--- src/rtl/aes_pkg.sv ---
// Shared AES constants: key-size encoding, field polynomial, Rcon counts and
// the final forward Rcon byte per key size (the starting point of a reverse walk).
package aes_pkg;

   localparam logic [1:0] AES128 = 2'd0;
   localparam logic [1:0] AES192 = 2'd1;
   localparam logic [1:0] AES256 = 2'd2;

   localparam logic [7:0] AES_POLY = 8'h1b;

   localparam int RCON_CNT_128 = 10;
   localparam int RCON_CNT_192 = 8;
   localparam int RCON_CNT_256 = 7;

   localparam logic [7:0] RCON_LAST_128 = 8'h36;
   localparam logic [7:0] RCON_LAST_192 = 8'h80;
   localparam logic [7:0] RCON_LAST_256 = 8'h40;

   typedef enum logic [1:0] {
      ST_IDLE = 2'd0,
      ST_RUN  = 2'd1,
      ST_DONE = 2'd2
   } seq_state_t;

   // Encoding 3 is not a real key size and falls back to AES-128.
   function automatic int rcon_count(input logic [1:0] ks);
      case (ks)
         AES192:  return RCON_CNT_192;
         AES256:  return RCON_CNT_256;
         default: return RCON_CNT_128;
      endcase
   endfunction

   function automatic logic [7:0] rcon_last(input logic [1:0] ks);
      case (ks)
         AES192:  return RCON_LAST_192;
         AES256:  return RCON_LAST_256;
         default: return RCON_LAST_128;
      endcase
   endfunction

endpackage

--- src/rtl/rcon_sequencer_if.sv ---
// Handshake bundle between the key-expansion controller (master) and the
// Rcon sequencer (slave).
interface rcon_sequencer_if #(
   parameter int WORD_W = 32,
   parameter int IDX_W  = 4
);

   logic              start;
   logic [1:0]        key_size;
   logic              reverse;
   logic              out_ready;
   logic              out_valid;
   logic [WORD_W-1:0] rcon_word;
   logic [IDX_W-1:0]  rcon_idx;
   logic              last;
   logic              busy;
   logic              done;

   modport master (
      output start, key_size, reverse, out_ready,
      input  out_valid, rcon_word, rcon_idx, last, busy, done
   );

   modport slave (
      input  start, key_size, reverse, out_ready,
      output out_valid, rcon_word, rcon_idx, last, busy, done
   );

endinterface

--- src/rtl/gf_xtime.sv ---
// Single GF(2^8) step: multiply by x (xtime) or divide by x (inv_xtime),
// selected by i_inv. Purely combinational; also shared with MixColumns.
module gf_xtime
   import aes_pkg::*;
(
   input  logic [7:0] i_byte,
   input  logic       i_inv,
   output logic [7:0] o_byte
);

   logic [7:0] w_fwd;
   logic [7:0] w_xor;
   logic [7:0] w_inv;

   assign w_fwd = {i_byte[6:0], 1'b0} ^ (i_byte[7] ? AES_POLY : 8'h00);

   // An odd byte had the polynomial folded in on the forward step, so undo it first.
   assign w_xor = i_byte ^ AES_POLY;
   assign w_inv = i_byte[0] ? {1'b1, w_xor[7:1]} : {1'b0, i_byte[7:1]};

   assign o_byte = i_inv ? w_inv : w_fwd;

endmodule

--- src/rtl/rcon_sequencer.sv ---
// Streams the AES Rcon sequence for a 128/192/256-bit key over valid/ready.
// Optional macro RCON_REVERSE_EN enables descending (inverse key schedule) order.
module rcon_sequencer
   import aes_pkg::*;
#(
   parameter int WORD_W = 32,
   parameter int IDX_W  = 4
) (
   input logic              clk,
   input logic              rst_n,
   rcon_sequencer_if.slave  bus
);

   seq_state_t        r_state;
   logic [7:0]        r_byte;
   logic [IDX_W-1:0]  r_idx;
   logic [IDX_W-1:0]  r_n;
   logic              r_rev;
   logic              r_valid;
   logic              r_last;
   logic              r_busy;
   logic              r_done;

   logic [7:0]        w_nextByte;
   logic [IDX_W-1:0]  w_nextIdx;
   logic              w_nextLast;
   logic [IDX_W-1:0]  w_startN;
   logic              w_startRev;
   logic [7:0]        w_startByte;
   logic [IDX_W-1:0]  w_startIdx;
   logic              w_startLast;
   logic [WORD_W-1:0] w_word;

`ifdef RCON_REVERSE_EN
   assign w_startRev = bus.reverse;
`else
   // Forward-only build: r_rev stays 0, so the inverse path folds away.
   logic w_unused;
   assign w_unused   = bus.reverse;
   assign w_startRev = 1'b0;
`endif

   gf_xtime u_xtime (
      .i_byte (r_byte),
      .i_inv  (r_rev),
      .o_byte (w_nextByte)
   );

   assign w_nextIdx   = r_rev ? (r_idx - IDX_W'(1)) : (r_idx + IDX_W'(1));
   assign w_nextLast  = r_rev ? (w_nextIdx == IDX_W'(1)) : (w_nextIdx == r_n);

   assign w_startN    = IDX_W'(rcon_count(bus.key_size));
   assign w_startByte = w_startRev ? rcon_last(bus.key_size) : 8'h01;
   assign w_startIdx  = w_startRev ? w_startN : IDX_W'(1);
   assign w_startLast = (w_startN == IDX_W'(1));

   always_comb begin
      w_word = '0;
      w_word[WORD_W-1 -: 8] = r_byte;
   end

   always_ff @(posedge clk or negedge rst_n) begin
      if (!rst_n) begin
         r_state <= ST_IDLE;
         r_byte  <= '0;
         r_idx   <= '0;
         r_n     <= '0;
         r_rev   <= 1'b0;
         r_valid <= 1'b0;
         r_last  <= 1'b0;
         r_busy  <= 1'b0;
         r_done  <= 1'b0;
      end else begin
         r_done <= 1'b0;
         case (r_state)
            ST_IDLE: begin
               if (bus.start) begin
                  r_n     <= w_startN;
                  r_rev   <= w_startRev;
                  r_byte  <= w_startByte;
                  r_idx   <= w_startIdx;
                  r_last  <= w_startLast;
                  r_valid <= 1'b1;
                  r_busy  <= 1'b1;
                  r_state <= ST_RUN;
               end
            end
            ST_RUN: begin
               if (r_valid && bus.out_ready) begin
                  if (r_last) begin
                     r_byte  <= '0;
                     r_idx   <= '0;
                     r_valid <= 1'b0;
                     r_last  <= 1'b0;
                     r_busy  <= 1'b0;
                     r_done  <= 1'b1;
                     r_state <= ST_DONE;
                  end else begin
                     r_byte  <= w_nextByte;
                     r_idx   <= w_nextIdx;
                     r_last  <= w_nextLast;
                  end
               end
            end
            ST_DONE: r_state <= ST_IDLE;
            default: r_state <= ST_IDLE;
         endcase
      end
   end

   assign bus.out_valid = r_valid;
   assign bus.rcon_word = w_word;
   assign bus.rcon_idx  = r_idx;
   assign bus.last      = r_last;
   assign bus.busy      = r_busy;
   assign bus.done      = r_done;

endmodule

--- src/flat_wrapper.sv ---
// flat-port wrapper written by rule: the top's interface ports become plain ports
module rcon_sequencer_flat import aes_pkg::*;
#(
   parameter int WORD_W = 32,
   parameter int IDX_W  = 4
)
  (clk, rst_n, bus_start, bus_key_size, bus_reverse, bus_out_ready, bus_out_valid, bus_rcon_word, bus_rcon_idx, bus_last, bus_busy, bus_done);
  rcon_sequencer_if #(.WORD_W(WORD_W), .IDX_W(IDX_W)) bus_i ();
  input logic clk;
  input logic rst_n;
  input wire logic [$bits(bus_i.start)-1:0] bus_start;
  input wire logic [$bits(bus_i.key_size)-1:0] bus_key_size;
  input wire logic [$bits(bus_i.reverse)-1:0] bus_reverse;
  input wire logic [$bits(bus_i.out_ready)-1:0] bus_out_ready;
  output wire logic [$bits(bus_i.out_valid)-1:0] bus_out_valid;
  output wire logic [$bits(bus_i.rcon_word)-1:0] bus_rcon_word;
  output wire logic [$bits(bus_i.rcon_idx)-1:0] bus_rcon_idx;
  output wire logic [$bits(bus_i.last)-1:0] bus_last;
  output wire logic [$bits(bus_i.busy)-1:0] bus_busy;
  output wire logic [$bits(bus_i.done)-1:0] bus_done;
  assign bus_i.start = bus_start;
  assign bus_i.key_size = bus_key_size;
  assign bus_i.reverse = bus_reverse;
  assign bus_i.out_ready = bus_out_ready;
  assign bus_out_valid = bus_i.out_valid;
  assign bus_rcon_word = bus_i.rcon_word;
  assign bus_rcon_idx = bus_i.rcon_idx;
  assign bus_last = bus_i.last;
  assign bus_busy = bus_i.busy;
  assign bus_done = bus_i.done;
  rcon_sequencer #(.WORD_W(WORD_W), .IDX_W(IDX_W)) u_core (.clk(clk), .rst_n(rst_n), .bus(bus_i));
endmodule
--- config.mk ---
export PLATFORM = sky130hd
export DESIGN_NAME = rcon_sequencer_flat
export DESIGN_NICKNAME = d
export VERILOG_FILES = /design/src/rtl/aes_pkg.sv /design/src/rtl/rcon_sequencer_if.sv /design/src/rtl/gf_xtime.sv /design/src/rtl/rcon_sequencer.sv /design/src/flat_wrapper.sv
export SDC_FILE = /design/constraint.sdc
export NUM_CORES = 1
export LEC_CHECK = 0
export ABC_AREA = 1
export BUFFER_PORTS_ARGS = -buffer_cell sky130_fd_sc_hd__buf_2
export CORE_MARGIN = 2
export CORE_UTILIZATION = 44
export DETAILED_ROUTE_END_ITERATION = 10
export PLACE_DENSITY = 0.75
export SETUP_SLACK_MARGIN = 0.1
export SLEW_MARGIN = 20
export SYNTH_ARGS = -nofsm -noshare
export SYNTH_HDL_FRONTEND = slang
export SYNTH_HIERARCHICAL = 1
export SYNTH_SLANG_ARGS = --single-unit
--- constraint.sdc ---
create_clock -name clk -period 1.2 [get_ports clk]
set_input_delay 0 -clock clk [delete_from_list [all_inputs] [get_ports clk]]
set_output_delay 0 -clock clk [all_outputs]
set_load 0.01 [all_outputs]
==> results.json <==
{
  "fillCellCount": 257,
  "synth-seq-area-share_pct": 38.1,
  "first_pass_iters": 7,
  "worstSkewPairLatency_ps": 310,
  "hold_class": "in -> reg",
  "hold_depth": 5,
  "initial_core_util_pct": 46.8,
  "worst_r2r_path_depth": 6,
  "fmax_mhz": 871,
  "core_um2": 2810,
  "antenna_found_initial": 0,
  "syn_inst": 177,
  "drc": 4,
  "die_y_um": 58.6,
  "avgSynthCellArea_um2": 7.42,
  "min_from": "bus_out_ready",
  "cts_made_buffers": 3,
  "outcome": "finished, violations left",
  "grt_max_degree": 21,
  "io-pin-count": 47,
  "worstSetupStartpointType": "flop",
  "p_per_area_nw_per_um2": 2400,
  "num_rows": 19,
  "final_common_cell": "nand2_1",
  "period_needed_ps": 1150,
  "cts_tree": "built",
  "clockBufferDepth": 2,
  "irDropWorstVdd_mv": 1.02,
  "crit_chain": "nor2_4 -> nand2_4 -> nor2_4 -> buf_12 -> nand3_2 -> o21ai_2",
  "hold_viol": 0,
  "drt_iter0_markers": 31,
  "diodes": 0,
  "grt_overflow": 0,
  "fin_ws_ps": 52.2,
  "netlist_area_um2": 1310,
  "die_area_um2": 3440,
  "die_w_um": 58.6,
  "syn_to_final_growth_pct": 19.5,
  "skew_ps": 4.35,
  "p_leak_uw": 0.000883,
  "hpwl_um": 1710,
  "synth_area_leaders": "dfrtp_1, nand2_1, buf_4",
  "rsz0062_at_grt": "yes",
  "netlist-cell-type-count": 23,
  "end_kind": "flop",
  "viasPerCell": 4.52,
  "required_ps": 1450,
  "portBuffers": 21,
  "r2r-start": "u_core/r_state[1]",
  "vias": 1103,
  "cp_data_arrival_time_ps": 1390,
  "critPathMaxFanout": 9,
  "root_buffer": "clkbuf_4",
  "min_to": "u_core/bus.done",
  "reg2reg_slack_ps": 50,
  "final_cell_mix": "nand2_1, conb_1, buf_2, dfrtp_1",
  "path_class": "reg -> reg",
  "path_clk_slew_ps": 110,
  "reg2reg_to": "u_core/bus.rcon_idx[3]",
  "max-cap-violations": 0,
  "wl_per_cell_um": 10.2,
  "setup_viol": 0,
  "dp_slack_ps": 66.7,
  "cts-htree-levels": 1,
  "synth_top_area_cell": "dfrtp_1",
  "gp_congestion": 0.829,
  "drive_gt1_share_pct": 31.5,
  "crit_path_frequent_cell": "nor2_4",
  "ys_ff_latch": 20,
  "drtAntennaViolNets": 0,
  "grt_pass1_wl_um": 3910,
  "critPathSlowestCell": "dfrtp_1",
  "grt_pass1_vias": 939,
  "synth_warnings": 6,
  "finalCritPeriodShare_pct": 95.7,
  "drt_wl_total_um": 2490,
  "cp_slowest_stage_delay_ps": 430,
  "num-nets-final": 222,
  "grt_usage_pct": 15.2,
  "drv_slew": 0,
  "whs_ps": 118,
  "cts_num_sinks": 20,
  "yosysTopAreaCellShare_pct": 38.1,
  "violations": "design-rule violations"
}
[kinds of logic (layout without fill, tap and decap cells)]
logic type	Yosys count	in the layout	synth area share, %
AND/OR/NAND/NOR	95	95	32.1
buffers and inverters	46	58	21.8
AO/OA/AOI/OAI	13	13	6.01
XOR/XNOR	1	1	0.667
adder cells (fa/ha/maj)	1	1	0.953
other	1	25	0.286
flip-flops	20	20	38.1
[worst max-delay path: cells and delay by family, from the launching register on]
family,cells,cell delay [ps]
and+or+nand+nor,4,450
DFF,1,430
buffers and inverters,1,150
AOI/OAI and AO/OA,1,60
[what timing repair did]
action,4_1_cts,5_1_grt
setup buffers,4,3
hold buffers,4,0
endpoints found under the setup margin,10,16
resized for setup,4,16
pin swaps,6,7
endpoints found under the hold margin,25,0
[final cells by class]
cell class              instances  area, µm²  share of cell area [%]
multi-input cells             135        677                    43.1
repair buffers                 35        236                    15.1
clock buffers                   4       36.3                    2.31
inverters                      19       76.3                    4.86
flip-flops and latches         20        504                    32.1
well taps                      31       38.8                    2.47
[worst max-delay path by stage]
stage                           start                endpoint  slack [ps]  cells past startpoint
2_1_floorplan  u_core/bus.rcon_idx[0]         u_core/bus.last         100                      4
3_3_place_gp   u_core/bus.rcon_idx[1]         u_core/bus.last          70                      4
3_5_place_dp        u_core/r_state[1]  u_core/bus.rcon_idx[3]          70                      6
4_1_cts        u_core/bus.rcon_idx[0]         u_core/bus.last          50                      4
5_1_grt             u_core/r_state[0]  u_core/bus.rcon_idx[3]         -10                      7
6_report            u_core/r_state[1]  u_core/bus.rcon_idx[3]          50                      6
[cells in the mapped netlist]
library cell,n
o21ai_2,2
nor2_4,2
inv_2,4
buf_6,2
nand2_2,1
nand3_2,2
nand3_1,12
xnor2_1,1
nand2_4,2
conb_1,1
o21ai_0,4
a21oi_1,3
inv_6,1
a21oi_2,1
o21bai_1,1
nand2_1,64
inv_1,14
ha_1,1
nor2_1,10
dfrtp_1,20
o21ai_1,2
buf_4,25
nand4_1,2
[routing by layer]
metal / routed length [µm] / global-route usage, %
met1: 1080 / 18.0
met2: 1270 / 26.3
met3: 105 / 1.98
met4: 38 / 8.77
met5: 0 / 0
[where the power goes]
part | leakage [µW] | switching, µW | internal, µW
Clock | 0.0000210 | 212 | 185
Sequential | 0.000245 | 326 | 950
Combinational | 0.000616 | 1160 | 940
Total | 0.000883 | 1700 | 2070
[flip-flops by register name (all words and copies together) (netlist names)]
signal               flops
u_core/bus.busy          1
u_core/bus.done          1
u_core/bus.last          1
u_core/bus.rcon_idx      4
u_core/r_byte            8
u_core/r_n               3
u_core/r_state           2
[per-stage QoR]
step | utilization, % | total power, µW | area, µm² | setup TNS (ps) | instances
after floorplan | - | 2540 | 1420 | 0 | 201
final | 55.9 | 3770 | 1570 | 0 | 244
after global placement | 49.4 | 2970 | 1390 | 0 | 229
after detailed placement | 49.4 | 3000 | 1390 | 0 | 229
after CTS | 53.7 | 3590 | 1510 | 0 | 241
after global routing | 55.9 | 4100 | 1570 | -17.3 | 244
Note: power is estimated with default switching activity, not from simulation.
